===== src/rtl/single_pulse_checker_sat_counter.sv =====
// Up-counter with synchronous clear that sticks at all-ones instead of wrapping.
module sat_counter #(
  parameter int W = 8
) (
  input  logic         clk,
  input  logic         clr_i,
  input  logic         inc_i,
  output logic [W-1:0] cnt_o
);

  logic [W-1:0] cnt_q, cnt_d;

  always_comb begin
    cnt_d = cnt_q;
    if (clr_i)
      cnt_d = '0;
    else if (inc_i && (cnt_q != {W{1'b1}}))
      cnt_d = cnt_q + W'(1);
  end

  always_ff @(posedge clk) begin
    cnt_q <= cnt_d;
  end

  assign cnt_o = cnt_q;

endmodule


===== config.mk =====
export PLATFORM = sky130hd
export DESIGN_NAME = sat_counter
export DESIGN_NICKNAME = d
export VERILOG_FILES = /design/src/rtl/single_pulse_checker_sat_counter.sv
export SDC_FILE = /design/constraint.sdc
export NUM_CORES = 1
export LEC_CHECK = 0
export CORE_AREA = 4 4 41 43
export CTS_BUF_LIST = sky130_fd_sc_hd__clkbuf_2
export DETAILED_ROUTE_END_ITERATION = 8
export DIE_AREA = 0 0 45 47
export SLEW_MARGIN = 10
export SYNTH_ARGS = -nofsm -noshare
export SYNTH_HDL_FRONTEND = slang
export SYNTH_SLANG_ARGS = --single-unit

===== constraint.sdc =====
create_clock -name clk -period 3.2 [get_ports clk]
set_clock_uncertainty 0.2 [all_clocks]
set_input_delay 0.32 -clock clk [delete_from_list [all_inputs] [get_ports clk]]
set_output_delay 0.32 -clock clk [all_outputs]
set_load 0.005 [all_outputs]

==> results.md <==
* Status: finished, final reports clean
* CTS clk-pin slew, worst paths at roughly 0.080 ns
* Met3 usage at 4.215%
* Sequential area share after synthesis at 37.21%
* Synthesized Nets at 50
* Final Critical Period at 1.775 ns
* # hold bufs at CTS at 0
* Fmax at 0.5635 GHz
* Drt initial violations at 6
* Total CTS buffers at 3
* Distinct cells, synth at 25
* Crit-path max FO at 8
* Site Rows at 13
* # IOs at 11
* Hold/Removal Path Class: reg2reg
* Antenna Cells at 0
* Post-route ant nets at 0
* Most frequent cells in the layout: 10 x clkdlybuf4s50_1, 8 x dfxtp_1, 5 x a21oi_1, 5 x nand2_1, 3 x clkbuf_2
* First-pass GRT wire length at 1504 µm
* Hold Path Cell Cnt at 2
* CTS tree: done
* Share of layout cells above drive strength 1 at between 10 and 15%
* Nets at 64
* Vias in the first global route at 359
* Worst R2R Setup Slack at 1.55 ns
* FF+latch count, synth at 8
* Prevailing post-synth register cell: dfxtp_1
* Grt met2 use at between 15 and 20%
* # clock sinks at 8
* Crit Path Category: reg2out
* Core area at approximately 1300 µm²
* RSZ-0062 raised after global routing: no
* Average size of a mapped cell at approximately 9.4 µm²
* Critical Path RT at 2.68 ns
* CTS resizes at 0
* Commonest non-fill, non-tap cell in the layout: clkdlybuf4s50_1
* Synth warn at 0
* Slew headroom at between 80% and 90%
* Synthesized area at around 430 µm²
* Die area at 2115 µm²
* PwrDens at ~330 nW/µm²
* Port Buffer Count at 10
* Clock Tree Buf Depth at 2
* DRT Wirelength at between 900 and 1000 µm
* Die width at 45 µm
* Pre-antenna DRT Iters at 3
* Fin crit share at about 55%
* Final GP Congestion at 0.7330
* H-tree depth at 1
* Grt ovf at 0
* Dpl cell area at 538.0 µm²
* Worst EP arrival at approximately 1.3 ns
* CP max stage cell: clkdlybuf4s50_1
* Cell depth of the worst flop-to-flop path at 4
* Worst-skew pair later-pin latency at 0.24 ns
* Leak pwr at roughly 0.0002 µW
* Vias/cell at around 5.5
* Vias after detailed routing at 405
* Asr flop ratio synth at 0%
* Final setup viols at 0
* Peak supply drop at 0.0001474 V
* Buffers & Inverters on Critical Path at 1
* Die Y at 47 µm
* Setup total negative slack at 0 ns
* Cell Chain, Critical Path: clkdlybuf4s50_1
* # Post-CTS Setup Buffers at 0
* Root Buffer: clkbuf_2
* WL/cell at 12.84 µm
* Initial Util at 33.08%
* Post-synth EDFFs at 0
* Worst path max stage delay at between 0.5 and 0.6 ns
* Worst-margin pin slew at 0.2680 ns
* Max Transition Viols Final at 0
* Critical Path Start Type: register
* Area Growth Syn to Fin at 28.49%
* Grt met1 use at between 10 and 15%
* CP Capture Type: output port
* WP depth at 1
* Delay-heaviest family, CP: buffers and inverters
* Post-DP HPWL at between 700 and 800 µm
* Gr usage total at roughly 10%
* Design area at 553.0 µm²
* Syn Inst Count at 46
* Most used routing layer: met2
* Initial antenna violation count at 0
* Largest net degree at the start of global routing at 9
* Max cap viols at 0
* Final hold violations at 0
* DRC viols at 0
* Max reg flops at 8
==> cells in the mapped netlist, types with 2 or more instances <==
library cell	number	area, µm²
and4_1	2	17.52
nand3_1	2	10.01
nand2_1	5	18.77
a21oi_1	5	25.02
nand4_1	2	12.51
o21bai_1	2	15.01
nor3_1	2	10.01
dfxtp_1	8	160.2
a211oi_1	2	15.01
==> power by group <==
group	internal, µW	switching [µW]
Sequential	102	3.37
Clock	25.5	34.8
Combinational	11.8	7.33
==> cell families (layout without fill, tap and decap cells) <==
kind of cell / after synthesis / after routing / synth area share [%]
muxes: 2 / 2 / 5.813
adders and majority gates: 1 / 1 / 2.907
DFF: 8 / 8 / 37.21
and+or+nand+nor: 18 / 18 / 24.71
buffers and inverters: 2 / 14 / 3.487
AOI/OAI and AO/OA: 15 / 15 / 25.87
==> layout make-up <==
cell class,instances,area (µm²)
multi-input combinational,36,255.2
clock buffer,3,15.01
fill,143,748.2
timing repair buffer,10,100.1
sequential,8,160.2
tap,15,18.77
inverter,1,3.754
==> layer usage <==
layer	wire, µm	part of all wire [%]	up-vias
met5	0	0	-
met4	27	2.9	0
met3	62	6.6	3
met2	424	45	12
met1	423	45	187
li1	-	-	203
==> through the flow <==
| step | hold slack [ns] | instances | setup slack (ns) | power [µW] | utilization [%] |
|---|---|---|---|---|---|
| CTS | 0.3097 | 73 | 1.423 | 188.4 | 42.50 |
| detailed placement | 0.2942 | 70 | 1.363 | 127.1 | 41.35 |
| global route | 0.3624 | 73 | 1.352 | 197.7 | 42.50 |
| global placement | 0.2979 | 70 | 1.353 | 127.2 | 41.35 |
| finish | 0.3052 | 73 | 1.425 | 184.9 | 42.50 |
| floorplan | 0.1921 | 46 | 1.634 | 116.2 | - |
==> final timing paths <==
check,startpoint,end
worst max-delay path,cnt_o[2],cnt_o[2]
worst min-delay path,cnt_o[1],cnt_o[1]
worst max register to register,cnt_o[0],cnt_o[0]
worst min register to register,cnt_o[1],cnt_o[1]
Power figures use the tool's default switching activity.
